File: src/rtl/ps2_pkg.sv
`default_nettype none
// +----------------------------------------------------------------------------+
// | Module      : ps2_pkg                                                      |
// | Description : Scancodes, FSM state type and frame helpers for the PS/2     |
// |               keyboard transmitter.                                        |
// | Revision    : 1.0 - initial release                                        |
// +----------------------------------------------------------------------------+
package ps2_pkg;

    localparam logic [7:0] SC_ENTER = 8'h5A;
    localparam logic [7:0] SC_B     = 8'h32;
    localparam logic [7:0] SC_C     = 8'h21;
    localparam logic [7:0] SC_BREAK = 8'hF0;

    typedef enum logic [1:0] {
        IDLE = 2'd0,
        HIGH = 2'd1,
        LOW  = 2'd2,
        GAP  = 2'd3
    } ps2_state_t;

    // Full 11-bit frame, bit 0 goes on the wire first: start, data LSB first, odd parity, stop.
    function automatic logic [10:0] ps2_frame(input logic [7:0] data);
        return {1'b1, ~^data, data, 1'b0};
    endfunction

    // Key index 0 = Enter, 1 = B, 2 = C.
    function automatic logic [7:0] key_code(input logic [1:0] idx);
        logic [7:0] code;
        case (idx)
            2'd0:    code = SC_ENTER;
            2'd1:    code = SC_B;
            default: code = SC_C;
        endcase
        return code;
    endfunction

endpackage
`default_nettype wire

File: src/rtl/ps2_byte_fifo.sv
`default_nettype none
// +----------------------------------------------------------------------------+
// | Module      : ps2_byte_fifo                                                |
// | Description : 8-entry x 8-bit synchronous FIFO with wrapping 3-bit         |
// |               pointers and an occupancy count.                             |
// | Revision    : 1.0 - initial release                                        |
// +----------------------------------------------------------------------------+
module ps2_byte_fifo (
    input  logic       clk,
    input  logic       reset,
    input  logic       push,
    input  logic [7:0] push_data,
    input  logic       pop,
    output logic [7:0] pop_data,
    output logic       full,
    output logic       empty,
    output logic [3:0] count
);

    logic [7:0] r_mem [0:7];
    logic [2:0] r_wr_ptr;
    logic [2:0] r_rd_ptr;
    logic [3:0] r_count;
    logic       w_do_push;
    logic       w_do_pop;

    assign full      = r_count[3];
    assign empty     = (r_count == 4'd0);
    assign count     = r_count;
    assign pop_data  = r_mem[r_rd_ptr];

    // Blocked operations are dropped here, so the count always tracks the pointers.
    assign w_do_push = push && !full;
    assign w_do_pop  = pop && !empty;

    always_ff @(posedge clk) begin
        if (w_do_push) begin
            r_mem[r_wr_ptr] <= push_data;
        end
    end

    always_ff @(posedge clk) begin
        if (reset) begin
            r_wr_ptr <= 3'd0;
            r_rd_ptr <= 3'd0;
            r_count  <= 4'd0;
        end else begin
            if (w_do_push) begin
                r_wr_ptr <= r_wr_ptr + 3'd1;
            end
            if (w_do_pop) begin
                r_rd_ptr <= r_rd_ptr + 3'd1;
            end
            case ({w_do_push, w_do_pop})
                2'b10:   r_count <= r_count + 4'd1;
                2'b01:   r_count <= r_count - 4'd1;
                default: r_count <= r_count;
            endcase
        end
    end

endmodule
`default_nettype wire

File: src/rtl/ps2_keyboard_tx.sv
`default_nettype none
// +----------------------------------------------------------------------------+
// | Module      : ps2_keyboard_tx                                              |
// | Description : Device-side PS/2 keyboard transmitter: byte FIFO, frame FSM  |
// |               generating ps2clk/ps2data, optional Enter/B/C key encoder    |
// |               enabled by the PS2_KEYS_EN macro.                            |
// | Revision    : 1.0 - initial release                                        |
// +----------------------------------------------------------------------------+
module ps2_keyboard_tx
    import ps2_pkg::*;
#(
    parameter int CLK_MHZ    = 25,
    parameter int PS2_KHZ    = 10,
    parameter int GAP_HALVES = 4
) (
    input  logic       clk,
    input  logic       reset,
    input  logic [7:0] tx_data,
    input  logic       tx_valid,
    output logic       tx_ready,
    input  logic       key_enter,
    input  logic       key_b,
    input  logic       key_c,
    output logic       ps2clk,
    output logic       ps2data,
    output logic       busy
);

    localparam int c_half    = CLK_MHZ * 1000 / (2 * PS2_KHZ);
    localparam int c_gap     = GAP_HALVES * c_half;
    localparam int c_max     = (c_gap > c_half) ? c_gap : c_half;
    localparam int CW        = $clog2(c_max + 1);
    localparam logic [CW-1:0] c_half_last = CW'(c_half - 1);
    localparam logic [CW-1:0] c_gap_last  = CW'((c_gap > 0) ? c_gap - 1 : 0);

    ps2_state_t    r_state;
    logic [CW-1:0] r_cnt;
    logic [3:0]    r_bit_idx;
    logic [10:0]   r_shift;
    logic          r_ps2clk;
    logic          r_ps2data;

    logic          w_fifo_push;
    logic [7:0]    w_fifo_push_data;
    logic          w_fifo_pop;
    logic [7:0]    w_fifo_dout;
    logic          w_fifo_full;
    logic          w_fifo_empty;
    logic [3:0]    w_fifo_count;
    logic          w_enc_push;
    logic [7:0]    w_enc_data;
    logic          w_tx_fire;
    logic [10:0]   w_frame;

    assign tx_ready         = !w_fifo_full && !w_enc_push && !reset;
    assign w_tx_fire        = tx_valid && tx_ready;
    assign w_fifo_push      = w_enc_push || w_tx_fire;
    assign w_fifo_push_data = w_enc_push ? w_enc_data : tx_data;
    assign w_fifo_pop       = (r_state == IDLE) && !w_fifo_empty && !reset;
    assign w_frame          = ps2_frame(w_fifo_dout);

    assign ps2clk  = r_ps2clk;
    assign ps2data = r_ps2data;
    assign busy    = (r_state != IDLE) || !w_fifo_empty;

    ps2_byte_fifo u_fifo (
        .clk       (clk),
        .reset     (reset),
        .push      (w_fifo_push),
        .push_data (w_fifo_push_data),
        .pop       (w_fifo_pop),
        .pop_data  (w_fifo_dout),
        .full      (w_fifo_full),
        .empty     (w_fifo_empty),
        .count     (w_fifo_count)
    );

`ifdef PS2_KEYS_EN
    // Bit order in every key vector: [0] Enter, [1] B, [2] C (also the service priority).
    logic [2:0] w_keys;
    logic [2:0] r_key_prev;
    logic [2:0] r_make_pend;
    logic [2:0] r_break_pend;
    logic [2:0] w_make_req;
    logic [2:0] w_break_req;
    logic [2:0] w_any_req;
    logic [2:0] w_sel_mask;
    logic [1:0] w_sel;
    logic       w_sel_valid;
    logic       w_serve_make;
    logic       w_serve_break;
    logic       r_brk_second;
    logic [1:0] r_brk_key;

    assign w_keys      = {key_c, key_b, key_enter};
    // Edges this cycle are served immediately, so tx_ready drops in the same cycle.
    assign w_make_req  = r_make_pend  | (w_keys & ~r_key_prev);
    assign w_break_req = r_break_pend | (~w_keys & r_key_prev);
    assign w_any_req   = w_make_req | w_break_req;
    assign w_sel_mask  = 3'b001 << w_sel;

    always_comb begin
        w_sel       = 2'd0;
        w_sel_valid = 1'b0;
        if (w_any_req[0]) begin
            w_sel       = 2'd0;
            w_sel_valid = 1'b1;
        end else if (w_any_req[1]) begin
            w_sel       = 2'd1;
            w_sel_valid = 1'b1;
        end else if (w_any_req[2]) begin
            w_sel       = 2'd2;
            w_sel_valid = 1'b1;
        end
    end

    always_comb begin
        w_enc_push    = 1'b0;
        w_enc_data    = SC_BREAK;
        w_serve_make  = 1'b0;
        w_serve_break = 1'b0;
        if (!reset) begin
            if (r_brk_second) begin
                // Space for this byte was reserved when the 0xF0 went in.
                w_enc_push = 1'b1;
                w_enc_data = key_code(r_brk_key);
            end else if (w_sel_valid) begin
                if ((w_make_req & w_sel_mask) != 3'd0) begin
                    if (!w_fifo_full) begin
                        w_enc_push   = 1'b1;
                        w_enc_data   = key_code(w_sel);
                        w_serve_make = 1'b1;
                    end
                end else if (w_fifo_count <= 4'd6) begin
                    w_enc_push    = 1'b1;
                    w_enc_data    = SC_BREAK;
                    w_serve_break = 1'b1;
                end
            end
        end
    end

    always_ff @(posedge clk) begin
        if (reset) begin
            r_key_prev   <= 3'd0;
            r_make_pend  <= 3'd0;
            r_break_pend <= 3'd0;
            r_brk_second <= 1'b0;
            r_brk_key    <= 2'd0;
        end else begin
            r_key_prev   <= w_keys;
            r_make_pend  <= w_make_req  & ~(w_serve_make  ? w_sel_mask : 3'd0);
            r_break_pend <= w_break_req & ~(w_serve_break ? w_sel_mask : 3'd0);
            r_brk_second <= w_serve_break;
            if (w_serve_break) begin
                r_brk_key <= w_sel;
            end
        end
    end
`else
    logic w_unused_keys;

    assign w_enc_push    = 1'b0;
    assign w_enc_data    = 8'h00;
    assign w_unused_keys = ^{key_enter, key_b, key_c, w_fifo_count};
`endif

    always_ff @(posedge clk) begin
        if (reset) begin
            r_state   <= IDLE;
            r_cnt     <= '0;
            r_bit_idx <= 4'd0;
            r_shift   <= '1;
            r_ps2clk  <= 1'b1;
            r_ps2data <= 1'b1;
        end else begin
            case (r_state)
                IDLE: begin
                    r_ps2clk  <= 1'b1;
                    r_ps2data <= 1'b1;
                    r_cnt     <= '0;
                    if (!w_fifo_empty) begin
                        r_shift   <= w_frame;
                        r_bit_idx <= 4'd0;
                        r_ps2data <= w_frame[0];
                        r_state   <= HIGH;
                    end
                end
                HIGH: begin
                    r_ps2data <= r_shift[0];
                    if (r_cnt == c_half_last) begin
                        r_cnt    <= '0;
                        r_ps2clk <= 1'b0;
                        r_state  <= LOW;
                    end else begin
                        r_cnt <= r_cnt + CW'(1);
                    end
                end
                LOW: begin
                    if (r_cnt == c_half_last) begin
                        r_cnt     <= '0;
                        r_ps2clk  <= 1'b1;
                        r_shift   <= {1'b1, r_shift[10:1]};
                        r_bit_idx <= r_bit_idx + 4'd1;
                        if (r_bit_idx == 4'd10) begin
                            r_ps2data <= 1'b1;
                            r_state   <= (c_gap == 0) ? IDLE : GAP;
                        end else begin
                            // Next bit appears together with the rising clock.
                            r_ps2data <= r_shift[1];
                            r_state   <= HIGH;
                        end
                    end else begin
                        r_cnt <= r_cnt + CW'(1);
                    end
                end
                GAP: begin
                    r_ps2clk  <= 1'b1;
                    r_ps2data <= 1'b1;
                    if (r_cnt == c_gap_last) begin
                        r_cnt   <= '0;
                        r_state <= IDLE;
                    end else begin
                        r_cnt <= r_cnt + CW'(1);
                    end
                end
                default: begin
                    r_state <= IDLE;
                end
            endcase
        end
    end

endmodule
`default_nettype wire

File: config.mk
export PLATFORM = sky130hd
export DESIGN_NAME = ps2_keyboard_tx
export DESIGN_NICKNAME = d
export VERILOG_FILES = /design/src/rtl/ps2_pkg.sv /design/src/rtl/ps2_byte_fifo.sv /design/src/rtl/ps2_keyboard_tx.sv
export SDC_FILE = /design/constraint.sdc
export NUM_CORES = 1
export LEC_CHECK = 0
export BUFFER_PORTS_ARGS = -buffer_cell sky130_fd_sc_hd__clkbuf_2
export CELL_PAD_IN_SITES_DETAIL_PLACEMENT = 2
export CELL_PAD_IN_SITES_GLOBAL_PLACEMENT = 2
export CORE_UTILIZATION = 43
export CTS_CLUSTER_SIZE = 16
export DETAILED_ROUTE_END_ITERATION = 10
export PLACE_DENSITY = 0.78
export SYNTH_ARGS = -nofsm -noshare
export SYNTH_HDL_FRONTEND = slang
export SYNTH_SLANG_ARGS = --single-unit
File: constraint.sdc
create_clock -name clk -period 3.3 [get_ports clk]
set_input_delay 0.66 -clock clk [delete_from_list [all_inputs] [get_ports clk]]
set_output_delay 0.66 -clock clk [all_outputs]
set_load 0.005 [all_outputs]
Yosys cells after proc, flatten, opt, wreduce, memory -nomap -nowiden
Memories as Yosys holds them, arrays and structs flattened. A register that Yosys moved wholly into a read port is not among the register bits. Cells that the tools add are included.

Register bits: 42. Bits in writable memories: 64. Output and inout bits: 4. Logic and storage cells: 76. Memories kept: 1.

$add $sub $neg: 6. Eq/ne operators: 12. Multiplexer cells: 27. Reduce and logical (&&, ||, !) cells: 21.

Memory list: u_fifo.r_mem (depth 8, width 8, rd ports 1, clocked after Yosys merged registers in 1, write ports 1, line ps2_byte_fifo.sv:20) `logic [7:0] r_mem [0:7];`.

Operator list (number): case mux 13 bit (3 select lines) (1); 2-to-1 mux 13 bit (2); 2-to-1 mux 11 bit (2); case mux 11 bit (2 select lines) (1); case mux 4 bit (2 select lines) (2); adder 13 x 1 -> 13 bit (second input constant) (1); == test 13 x 11 -> 1 bit (second input constant) (1); == test 13 bit (second input constant) (1); 2-to-1 mux 2 bit (5); adder 4 x 1 -> 4 bit (second input constant) (2); 2-to-1 mux 4 bit (2); inequality test 2 bit (second input constant) (4); case mux 2 bit (4 select lines) (1); XNOR reduction 8 bit (1); 2-to-1 mux 1 bit (7); adder 3 x 1 -> 3 bit (second input constant) (2); == test 2 bit (second input constant) (3); logical AND 1 bit (6); 2-to-1 mux 3 bit (2); nonzero test 2 bit (3); == test 2 x 1 -> 1 bit (second input constant) (2); == test 4 bit (second input constant) (1); logical NOT 4 bit (1); case mux 1 bit (4 select lines) (1); 9 further kinds (12).

Longest topological paths before layout
Depth after elaboration: 7. Mapped depth: 11. Depth with buffers taken out: 11.

Hierarchy
A second synthesis with hierarchy kept.

Cell total of the unflattened synthesis: 341. Area total of the unflattened synthesis: 4725.8 um2.

Modules (own cells, without submodules): ps2_byte_fifo (times used 1, cells each 167, area an instance 3126.7 um2, sequential area each 2182.1 um2); ps2_keyboard_tx (times used 1, cells each 174, area an instance 1599.0 um2, sequential area each 620.6 um2).

Least setup slack after synthesis
Ideal clock, no wire load.

Path kind: input-to-reg. From: input reset. To: register u_fifo.r_count[2] (netlist: u_fifo.count[2]). Data arrival time: 2.508 ns. Required time: 3.229 ns. Path slack: 0.722 ns. Stages: 10. Path through: clkbuf_1 clkbuf_1 nor2_1 ha_1 xor2_1 ha_1 a21oi_1 xor2_1 or3_1 a21oi_1.

Elaborated cells on any way between the ends: 10.

RTL lines: from (decl) (line ps2_keyboard_tx.sv:17) `input logic reset,`; logical NOT 1 bit * (line ps2_keyboard_tx.sv:59) `assign w_fifo_pop = (r_state == IDLE) && !w_fifo_empty && !reset;`; logical AND 1 bit * (line ps2_keyboard_tx.sv:59); logical AND 1 bit * (line ps2_byte_fifo.sv:34) `assign w_do_pop = pop && !empty;`; net u_fifo.w_do_pop (line ps2_byte_fifo.sv:25) `logic w_do_pop;`; == test 2 x 1 -> 1 bit / == test 2 bit (equally long branches) (line ps2_byte_fifo.sv:54) `case ({w_do_push, w_do_pop})`; case mux 4 bit (2 select lines) / nonzero test 2 bit (equally long branches); to (signal assigned) (line ps2_byte_fifo.sv:55) `2'b10: r_count <= r_count + 4'd1;`; to (signal assigned) (line ps2_byte_fifo.sv:56) `2'b01: r_count <= r_count - 4'd1;`; to (signal assigned) (line ps2_byte_fifo.sv:57) `default: r_count <= r_count;`; to (decl) (line ps2_byte_fifo.sv:23) `logic [3:0] r_count;`.

Mark *: on every way through the listed nets, which the timed path passes. The rest lies on a longest branch. A chain may end at the register's enable or synchronous reset.

Worst setup path in the final report
From: register u_fifo.r_count[1] (netlist: u_fifo.count[1]). To: register u_fifo.r_count[2] (netlist: u_fifo.count[2]).

Cells in the longest elaborated chain, start to end: 7. Elaborated cells on any way between the ends: 11.

RTL lines: logical NOT 4 bit * (line ps2_byte_fifo.sv:28) `assign empty = (r_count == 4'd0);`; logical NOT 1 bit * (line ps2_byte_fifo.sv:34, ps2_keyboard_tx.sv:59); logical AND 1 bit (2 in series) (line ps2_keyboard_tx.sv:59); logical AND 1 bit * (line ps2_byte_fifo.sv:34); net u_fifo.w_do_pop (line ps2_byte_fifo.sv:25); == test 2 x 1 -> 1 bit / == test 2 bit (equally long branches) (line ps2_byte_fifo.sv:54); case mux 4 bit (2 select lines) / nonzero test 2 bit (equally long branches).

Marks and branches as above.

==> summary.txt <==
Floorplanning
  – Site Rows: 37
  – Die Height: 106 microns
  – Die Wd: 106 microns
  – Placeable core area: 10400 sq um
  – Initial core utilization: 44.6%
  – Full die area: 11200 sq um
  – IO Pins: 18

Routing
  – Total length of routed wires: 9.94 mm
  – Routed len/inst: 19.3 microns
  – DR pass1 iterations: 4
  – Avg Vias per Cell: 5.41
  – Initial DRC count: 79
  – Antenna viol nets, final: 0
  – Vias post-DR: 2794
  – # DRC: 0

Power and ir drop
  – Pwr dens: 692 nW/um^2
  – Max IR drop VDD: 0.000407 V
  – LEAKAGE: 1.72 nW

Final layout
  – Layout cell share with drive strength beyond 1: 16.1%
  – Area grow syn2layout: 9.16%
  – Layout Nets: 403
  – # diodes: 0
  – Final cell count without fillers: 516
  – Finished Cell Area: 5050 sq um

Timing
  – Final worst-path cycle share: 79.1%
  – Final hold vios: 0
  – Final Slew Violations: 0
  – Worst Skew: 0.0143 ns
  – Max Clk Rate: 0.383 GHz
  – Fin crit period: 2.61 ns
  – Final TNS setup: 0 ns
  – Normalized max-slew margin: 44.6%
  – RSZ-0062 raised after global routing: no
  – Final setup viols: 0
  – Worst Tran Pin Value: 0.830 ns

Place
  – Post-DP Area: 4870 sq um
  – Hpwl dp: 6.70 mm
  – I/O Buffers: 14
  – Placed Cells: 500
  – Placer Congestion: 0.677

Critical path
  – Critical path buffers and inverters: 0
  – Crit path max fanout: 6
  – Worst setup EP type: flop
  – Slowest cell on crit path: dfxtp_1
  – Startpoint types: flop
  – Max incr delay on CP: 0.39 ns
  – Cell Chain, Critical Path: nor3_1 > nand2b_1 > nand2_1 > nor2_1 > ha_1 > xor2_1 > ha_1 > a21oi_1 > xor2_1 > or3_1 > a21oi_1
  – Worst Path Arrival: 2.91 ns
  – Crit Path Category: flop to flop
  – CP top delay family: simple AND/OR/NAND/NOR gates
  – CP required: 3.60 ns

Clocking
  – CTS resizes: 0
  – Clk sinks: 108
  – Clock slew at reported path FFs: 0.11 ns
  – Clock Latency Late Sink: 0.37 ns
  – H-tree Lvls: 3
  – CTS buffer count: 9
  – CTS Hold Buffers Added: 0
  – Postcts setup bufs: 0
  – CTS Buffer Depth: 2
  – Clock root buffer: clkbuf_8
  – CTS tree: yes

Yosys
  – Syn Inst Count: 351
  – Post-synth top flop: edfxtp_1
  – Yosys Warn Count: 0
  – Area contributors post-synth: edfxtp_1 42%, dfxtp_1 19%, mux4_2 6.8%
  – Syn_area_per_cell: 13.2 sq um
  – Sequential area share after synthesis: 60.6%
  – Register bit total from synthesis: 108
  – Post-synth EDFFs: 64
  – Async S/R FF share, synth: 0%
  – Synth top area share: 41.5%
  – Largest area contributor in the netlist: edfxtp_1
  – Mapped Area: 4630 sq um
  – Syn nets: 379
  – Synth unique cells: 43

Run status
  – Status: complete, no violations

Global route
  – Initial antenna violation count: 0
  – Number of global-route vias before repair: 3111
  – Grt ovf: 0
  – Pin count of the biggest net entering global routing: 31
  – First-pass GRT wire length: 16.5 mm
  – Tot GR Track Use: 19.6%

Worst hold path
  – Hold/Removal Path Class: flop to flop

Run
  – Max cap viols: 0
cell usage after synthesis (5+ instances only):
| master | count |
|---|---|
| nand3_1 | 8 |
| mux4_2 | 14 |
| or2_1 | 8 |
| nor3_1 | 5 |
| nand2b_1 | 6 |
| xor2_1 | 13 |
| clkbuf_1 | 8 |
| nand2_1 | 13 |
| dfxtp_1 | 44 |
| edfxtp_1 | 64 |
| and3_1 | 7 |
| inv_1 | 5 |
| nor2_1 | 51 |
| mux2i_1 | 5 |
| ha_1 | 14 |
| a21oi_1 | 28 |
| xnor2_1 | 13 |
state kept, by name, indices dropped and copies added (netlist names), 2 cells and up, named ones only:
name             count
u_fifo.r_mem        64
r_cnt               13
r_shift             10
r_bit_idx            4
u_fifo.count         4
u_fifo.r_rd_ptr      3
u_fifo.r_wr_ptr      3
r_state              2
routing by layer:
metal	global-route usage (%)	wire, microns	vias to the layer above
li1	-	-	1325
met1	23.1	4340	1428
met2	36.1	5280	37
met3	4.33	265	4
met4	4.56	63	0
met5	0	0	-
report_power, final:
part / internal, mW / leakage, nW / total, mW / switching, mW
registers: 1.55 / 0.936 / 1.66 / 0.110
logic: 0.467 / 0.693 / 1.08 / 0.611
clock network: 0.290 / 0.0869 / 0.762 / 0.472
total: 2.30 / 1.72 / 3.50 / 1.19
area by class of cell:
| type | instances | area, sq um |
|---|---|---|
| clock inverter | 6 | 55.1 |
| sequential | 108 | 2800 |
| inverter | 5 | 18.8 |
| fill | 1024 | 5320 |
| tap | 136 | 170 |
| timing repair buffer | 27 | 168 |
| multi-input combinational | 224 | 1710 |
| clock buffer | 10 | 128 |
cell usage in the layout, fill, tap and decap left out, drive strengths merged, types with 9 or more instances in the layout:
cell type,synthesis,routed
nor2,51,51
xor2,13,13
edfxtp,64,64
buf,6,13
clkbuf,8,24
dfxtp,44,44
nand2,13,13
xnor2,14,14
mux4,16,16
a21oi,28,28
ha,14,14
mux2i,9,9
stage by stage:
step	setup WS, ns	hold slack, ns	utilization [%]	total power [mW]
6_report	0.690	0.476	48.7	3.50
5_1_grt	0.459	0.516	48.7	3.71
4_1_cts	0.654	0.487	48.7	3.55
3_5_place_dp	0.430	0.460	47.0	2.76
3_3_place_gp	0.547	0.451	47.0	2.70
2_1_floorplan	0.722	0.445	-	2.49
logic make-up after synthesis:
family                   share of synthesized area (%)
AO/OA/AOI/OAI                                     5.79
multiplexers                                      10.2
flip-flops                                        60.6
buffers and inverters                             2.49
XOR/XNOR                                          5.27
AND/OR/NAND/NOR                                   11.9
adder cells (fa/ha/maj)                           3.78
worst register-to-register path, stage by stage (launching register included):
cell and delay, ns:
dfxtp_1 0.39, nor3_1 0.27, nand2b_1 0.20, nand2_1 0.24, nor2_1 0.10, ha_1 0.30, xor2_1 0.18, ha_1 0.19
a21oi_1 0.14, xor2_1 0.10, or3_1 0.31, a21oi_1 0.13
final timing paths:
kind	from	end	slack [ns]	depth (start not counted)
worst min-delay path	ps2clk	ps2clk	0.48	1
worst max-delay path	u_fifo.count[1]	u_fifo.count[2]	0.69	11
worst max register to register	u_fifo.count[1]	u_fifo.count[2]	0.69	11
worst min register to register	ps2clk	ps2clk	0.48	1
Note: power is estimated with default switching activity, not from simulation.
